==> src/rtl/regfile_wb_arbiter_if.sv <==
// Write-request bundle shared by the two register-file writers (WB stage A,
// multi-cycle unit B) and the arbiter that grants them.
interface regfile_wb_arbiter_if;
   logic        a_valid;
   logic [4:0]  a_reg;
   logic [31:0] a_data;
   logic        a_ready;
   logic        b_valid;
   logic [4:0]  b_reg;
   logic [31:0] b_data;
   logic        b_ready;

   modport master (
      output a_valid, a_reg, a_data, b_valid, b_reg, b_data,
      input  a_ready, b_ready
   );

   modport slave (
      input  a_valid, a_reg, a_data, b_valid, b_reg, b_data,
      output a_ready, b_ready
   );
endinterface

==> src/rtl/regfile_wb_arbiter.sv <==
// Round-robin arbiter between two register-file writers with a registered
// write port and a saturating count of issued writes.
module regfile_wb_arbiter #(
   parameter bit PRIO_INIT = 1'b0,
   parameter int CNT_W     = 16
) (
   input  logic                 clock,
   input  logic                 reset,
   regfile_wb_arbiter_if.slave  req,
   output logic                 RegWrite,
   output logic [4:0]           wr_reg,
   output logic [31:0]          wr_data,
   output logic                 prio,
   output logic [CNT_W-1:0]     wr_count
);

   typedef enum logic {PRIO_A = 1'b0, PRIO_B = 1'b1} prioState_e;
   localparam prioState_e INIT_STATE = prioState_e'(PRIO_INIT);

   prioState_e       state_q, state_d;
   logic             grantA, grantB;
   logic             wrEn_q, wrEn_d;
   logic [4:0]       wrReg_q, wrReg_d;
   logic [31:0]      wrData_q, wrData_d;
   logic [CNT_W-1:0] wrCount_q, wrCount_d;
   logic [4:0]       selReg;
   logic [31:0]      selData;
   logic             doWrite;

   always_ff @(posedge clock) begin
      if (reset) begin
         state_q <= INIT_STATE;
      end else begin
         state_q <= state_d;
      end
   end

   // Priority always passes to the requester that was not just served.
   always_comb begin
      state_d = state_q;
      if (grantA) begin
         state_d = PRIO_B;
      end else if (grantB) begin
         state_d = PRIO_A;
      end
   end

   always_comb begin
      grantA = 1'b0;
      grantB = 1'b0;
      if (!reset) begin
         if (req.a_valid && (!req.b_valid || state_q == PRIO_A)) begin
            grantA = 1'b1;
         end else if (req.b_valid) begin
            grantB = 1'b1;
         end
      end
   end

   assign req.a_ready = grantA;
   assign req.b_ready = grantB;

   // A transfer to r0 is accepted but dropped, leaving the write port untouched.
   always_comb begin
      selReg    = grantA ? req.a_reg  : req.b_reg;
      selData   = grantA ? req.a_data : req.b_data;
      doWrite   = (grantA || grantB) && (selReg != 5'd0);
      wrEn_d    = doWrite;
      wrReg_d   = doWrite ? selReg  : wrReg_q;
      wrData_d  = doWrite ? selData : wrData_q;
      wrCount_d = wrCount_q;
      if (doWrite && (wrCount_q != {CNT_W{1'b1}})) begin
         wrCount_d = wrCount_q + CNT_W'(1);
      end
   end

   always_ff @(posedge clock) begin
      if (reset) begin
         wrEn_q    <= 1'b0;
         wrReg_q   <= 5'd0;
         wrData_q  <= 32'd0;
         wrCount_q <= '0;
      end else begin
         wrEn_q    <= wrEn_d;
         wrReg_q   <= wrReg_d;
         wrData_q  <= wrData_d;
         wrCount_q <= wrCount_d;
      end
   end

   assign RegWrite = wrEn_q;
   assign wr_reg   = wrReg_q;
   assign wr_data  = wrData_q;
   assign wr_count = wrCount_q;
   assign prio     = state_q;

endmodule

==> src/flat_wrapper.sv <==
// flat-port wrapper written by rule: the top's interface ports become plain ports
module regfile_wb_arbiter_flat 
#(
   parameter bit PRIO_INIT = 1'b0,
   parameter int CNT_W     = 16
)
  (clock, reset, RegWrite, wr_reg, wr_data, prio, wr_count, req_a_valid, req_a_reg, req_a_data, req_b_valid, req_b_reg, req_b_data, req_a_ready, req_b_ready);
  regfile_wb_arbiter_if req_i ();
  input  logic clock;
  input  logic reset;
  output logic RegWrite;
  output logic [4:0] wr_reg;
  output logic [31:0] wr_data;
  output logic prio;
  output logic [CNT_W-1:0] wr_count;
  input wire logic [$bits(req_i.a_valid)-1:0] req_a_valid;
  input wire logic [$bits(req_i.a_reg)-1:0] req_a_reg;
  input wire logic [$bits(req_i.a_data)-1:0] req_a_data;
  input wire logic [$bits(req_i.b_valid)-1:0] req_b_valid;
  input wire logic [$bits(req_i.b_reg)-1:0] req_b_reg;
  input wire logic [$bits(req_i.b_data)-1:0] req_b_data;
  output wire logic [$bits(req_i.a_ready)-1:0] req_a_ready;
  output wire logic [$bits(req_i.b_ready)-1:0] req_b_ready;
  assign req_i.a_valid = req_a_valid;
  assign req_i.a_reg = req_a_reg;
  assign req_i.a_data = req_a_data;
  assign req_i.b_valid = req_b_valid;
  assign req_i.b_reg = req_b_reg;
  assign req_i.b_data = req_b_data;
  assign req_a_ready = req_i.a_ready;
  assign req_b_ready = req_i.b_ready;
  regfile_wb_arbiter #(.PRIO_INIT(PRIO_INIT), .CNT_W(CNT_W)) u_core (.clock(clock), .reset(reset), .req(req_i), .RegWrite(RegWrite), .wr_reg(wr_reg), .wr_data(wr_data), .prio(prio), .wr_count(wr_count));
endmodule
==> config.mk <==
export PLATFORM = sky130hd
export DESIGN_NAME = regfile_wb_arbiter_flat
export DESIGN_NICKNAME = d
export VERILOG_FILES = /design/src/rtl/regfile_wb_arbiter_if.sv /design/src/rtl/regfile_wb_arbiter.sv /design/src/flat_wrapper.sv
export SDC_FILE = /design/constraint.sdc
export NUM_CORES = 1
export LEC_CHECK = 0
export BUFFER_PORTS_ARGS = -buffer_cell sky130_fd_sc_hd__buf_4
export CAP_MARGIN = 25
export CORE_ASPECT_RATIO = 1.4
export CORE_MARGIN = 3
export CORE_UTILIZATION = 50
export DETAILED_ROUTE_END_ITERATION = 8
export MAX_ROUTING_LAYER = met4
export PLACE_DENSITY = 0.85
export SYNTH_ARGS = -nofsm -noshare
export SYNTH_HDL_FRONTEND = slang
export SYNTH_SLANG_ARGS = --single-unit
==> constraint.sdc <==
create_clock -name clock -period 4.2 [get_ports clock]
set_clock_uncertainty 0.05 [all_clocks]
set_input_delay 0.84 -clock clock [delete_from_list [all_inputs] [get_ports clock]]
set_output_delay 0.84 -clock clock [all_outputs]
set_load 0.01 [all_outputs]
# Yosys cells after proc, flatten, opt, wreduce, memory -nomap -nowiden
# Cells that the tools add are included.
# Widths: inputs -> output; s select.
# totals
register_bits,55
in_bits,78
# classes
addsub,1
n_bitwise,1
mux,9
eq_ne,1
n_reduce_logical,8
# ops
operator,count
$mux 32,1
$add 16x1->16 const B,1
$ne 16x16->1 const B,1
$mux 1,7
$mux 5,1
$reduce_bool 5->1,1
$logic_and 1x1->1,3
$logic_or 1x1->1,2
$reduce_bool 2->1,1
$logic_not 1->1,1
$not 1->1,1

# Logic depth before layout (Yosys ltp)
# depth
word_depth,9
depth_mapped,9

# Worst setup path before layout
# OpenSTA, ideal clock, no wires.
# synth_path
kind,input-to-output
startpoint,input port reset
endpoint,output port req_b_ready
n_path_buf,2
path_stages,6
path_slack_ns,1.546
t_arrival_ns,1.764
required_time_ns,3.310
path_cell_list,buf_2 inv_2 nand3_1 buf_2 inv_1 nor2_1
# synth_between
elab_chain_cells,1
# synth_lines
item,line,rtl
"start, declared",flat_wrapper.sv:10,input logic reset;
$mux 1,regfile_wb_arbiter.sv:51,if (!reset) begin
"end, declared",flat_wrapper.sv:23,output wire logic [$bits(req_i.b_ready)-1:0] req_b_ready;
# Every way passes these cells.

# Worst setup path after layout
# layout_path
startpoint,input port req_a_reg[3]
endpoint,register u_core.wrData_q[28] (netlist: u_core.wr_data[28])
# layout_between
elab_chain_cells,3
# layout_lines
item,line,rtl
"start, declared",flat_wrapper.sv:17,input wire logic [$bits(req_i.a_reg)-1:0] req_a_reg;
$mux 5,regfile_wb_arbiter.sv:65,selReg = grantA ? req.a_reg : req.b_reg;
$reduce_bool 5->1,regfile_wb_arbiter.sv:67,doWrite = (grantA || grantB) && (selReg != 5'd0);
$logic_and 1x1->1,regfile_wb_arbiter.sv:67,
"end signal, assigned",regfile_wb_arbiter.sv:86,wrData_q <= wrData_d;
"end, declared",regfile_wb_arbiter.sv:24,"logic [31:0] wrData_q, wrData_d;"
# Every way passes these cells.
# A chain may end at the register's enable or synchronous reset.

==> out/qor.csv <==
stage,metric,value,unit
run_status,status,finished clean,
sta,tightestPinTransition,788,ps
worst_setup_path,critPathTopFamily,simple AND/OR/NAND/NOR gates,
clock_network,cts_resized,0,
synthesis,synth_area,2830,um2
routing,firstDrtPassIters,4,
placed_design,place_congestion,0.903,
die,boundaryPins,135,
min_path,min_path_cells,2,
sta,drv_slew,0,
sta,grt_setup_unrepaired,false,
die,initial_core_util,0.532,
worst_setup_path,reg2reg_depth,7,
sta,period_needed,2660,ps
routing,drt_iter0_drc,132,
routing,ant_nets,0,
worst_setup_path,setup.worst_path.start_class,input port,
synthesis,yosys.cell_types.count,42,
routing,wl_per_cell,15.8,um
die,die_h,95.0,um
worst_setup_path,timing.rr.end,u_core.wr_count[14],
worst_setup_path,worstSetupPathType,input port to flop,
routing,route.detailed.drc,0,
sta,hold_viol,0,
power,irDropWorstVdd,0.192,mV
layout,area_growth,38.2,%
power,power.total,1.17,mW
sta,fmax,377,MHz
min_path,worst_hold_path.endpoint,u_core.wr_reg[4],
placed_design,io_buffers,134,
global_route,antenna_found_initial,0,
worst_setup_path,worst_setup_path_end_kind,flop,
global_route,grt_overflow,0,
die,fp.dieW,69.6,um
routing,viasPerCell,5.60,
layout,largest_reg_flops,32,
sta,timing.setup.tns,0,ps
sta,period_share,0.632,
worst_setup_path,timing.rr.start,u_core.prio,
synthesis,seq_area_frac_synth,0.389,
worst_setup_path,crit_arrival,2770,ps
clock_network,clkLatencyLatePin,310,ps
clock_network,cts_hold_buf,0,
synthesis,avgSynthCellArea,9.85,um2
routing,routed_wl,7.54,mm
global_route,grt_max_degree,71,
min_path,min_path_type,flop to flop,
die,core_area,5310,um2
sta,slew_headroom,0.474,
layout,layout.nets,490,
clock_network,clk_pin_slew,100,ps
placed_design,place_hpwl,5.76,mm
synthesis,syn_nets,366,
synthesis,yosys_warnings,0,
layout,drive_gt1_frac,0.464,
worst_setup_path,cp_max_fo,70,
worst_setup_path,critPathMaxStageDelay,530,ps
synthesis,async_reset_ff_frac,0,
synthesis,synth-seq-cells,55,
global_route,grt_pass1_wl,12.1,mm
synthesis,syn_inst,287,
layout,finish.instance_area,3910,um2
worst_setup_path,path_buf_inv,3,
layout,fillers,408,
min_path,hp-start,u_core.wr_reg[4],
worst_setup_path,crit_chain,buf_4 > or4_4 > o2111ai_2 > and2_1 > buf_4 > inv_4 > nor2_1 > a211oi_2,
synthesis,synth_top_flop_cell,dfxtp_1,
die,num_rows,31,
clock_network,cts_buffers,5,
power,p_per_area,300,nW/um2
global_route,grt_pass1_vias,2594,
clock_network,cts-root-buf,clkbuf_8,
power,leakage,1.76,nW
synthesis,synth_edf_count,0,
layout,num_antenna_cells,0,
worst_setup_path,r2r_slack,1920,ps
worst_setup_path,cpMostUsedCell,buf_4,
sta,finalSetupViolations,0,
clock_network,tritoncts,done,
layout,final_util,0.735,
clock_network,cts_buffer_depth,2,
worst_setup_path,cp.required,4310,ps
clock_network,cts_htree_levels,2,
global_route,grt.total_usage,0.232,
routing,vias,2679,
clock_network,cts.sinks,55,
clock_network,postCtsSetupBuffers,0,
die,dieArea,6610,um2
flow_run,drv_cap,0,
worst_setup_path,crit_slowest_cell,or4_4,
placed_design,placed_area,3820,um2
report_power, final:
part / total, mW / internal [mW] / leakage, nW / switching, mW
registers: 0.580 / 0.559 / 0.452 / 0.0210
clock network: 0.295 / 0.120 / 0.0485 / 0.175
logic: 0.300 / 0.152 / 1.26 / 0.148
total: 1.17 / 0.830 / 1.76 / 0.344
tightest hold or removal path: cells and delay by family, from the launching register on:
kind            cells  cell delay [ps]
flops               1              320
compound gates      2              130
worst max path at each step:
stage          cells past startpoint    startpoint             endpoint  slack (ps)
2_1_floorplan                      6         reset          req_b_ready        1550
3_3_place_gp                       8  req_b_reg[3]  u_core.wr_count[14]        1300
3_5_place_dp                       8  req_a_reg[3]   u_core.wr_data[28]        1230
4_1_cts                            8  req_a_reg[3]   u_core.wr_data[28]        1570
5_1_grt                            8  req_a_reg[3]   u_core.wr_data[19]        1420
6_report                           8  req_a_reg[3]   u_core.wr_data[28]        1540
per-stage QoR:
step	setup slack (ps)	instances	hold slack (ps)
floorplan	1550	287	444
global placement	1300	470	413
detailed placement	1230	470	427
CTS	1570	478	442
global route	1420	478	467
finish	1540	478	433
synth_stat cells (3+ instances only):
cell type,count,area [um2]
dfxtp_1,55,1100
nor2_1,39,146
mux2i_1,36,360
a211oi_2,32,400
nand2_1,17,63.8
a21oi_1,14,70.1
nand3_1,8,40.0
clkbuf_1,7,26.3
buf_2,6,30.0
buf_6,6,67.6
o31ai_1,6,45.0
nand4_1,5,31.3
or4_1,5,37.5
inv_1,4,15.0
o21ai_0,4,20.0
o311ai_0,4,35.0
o41ai_1,4,35.0
a311oi_2,3,45.0
or3_1,3,18.8
final cells by class:
class	count	area, um2	area share
multi-input cells	205	1570	0.402
flip-flops and latches	55	1100	0.282
repair buffers	138	1040	0.265
well taps	66	82.6	0.0211
clock buffers	5	68.8	0.0176
inverters	6	25.0	0.00640
clock inverters	3	22.5	0.00576
layer usage:
layer / global-route usage / vias to the layer above / wire length, um
met4: 0.0668 / 0 / 135
li1: - / 1324 / -
met3: 0.0660 / 13 / 668
met5: - / - / 0
met2: 0.390 / 122 / 3700
met1: 0.270 / 1220 / 3030
kinds of logic (layout without fill, tap and decap cells):
logic type / count (synthesis) / in the layout / synth area share
muxes: 37 / 37 / 0.131
AOI/OAI and AO/OA: 75 / 75 / 0.258
adders and majority gates: 1 / 1 / 0.00442
and+or+nand+nor: 91 / 91 / 0.157
buffers and inverters: 27 / 152 / 0.0566
DFF: 55 / 55 / 0.389
xor gates and xnor gates: 1 / 1 / 0.00310
cell usage in the layout (no fill, tap or decap), types with 5 or more instances in the layout:
master | netlist | routed
dfxtp_1 | 55 | 55
o31ai_1 | 6 | 6
nand2_1 | 17 | 17
nand3_1 | 8 | 7
a211oi_2 | 32 | 32
nor2_1 | 39 | 39
a21oi_1 | 14 | 14
buf_4 | 1 | 138
or4_1 | 5 | 5
nand4_1 | 5 | 5
mux2i_1 | 36 | 36
clkbuf_8 | 0 | 5
(Power assumes the default switching activity.)
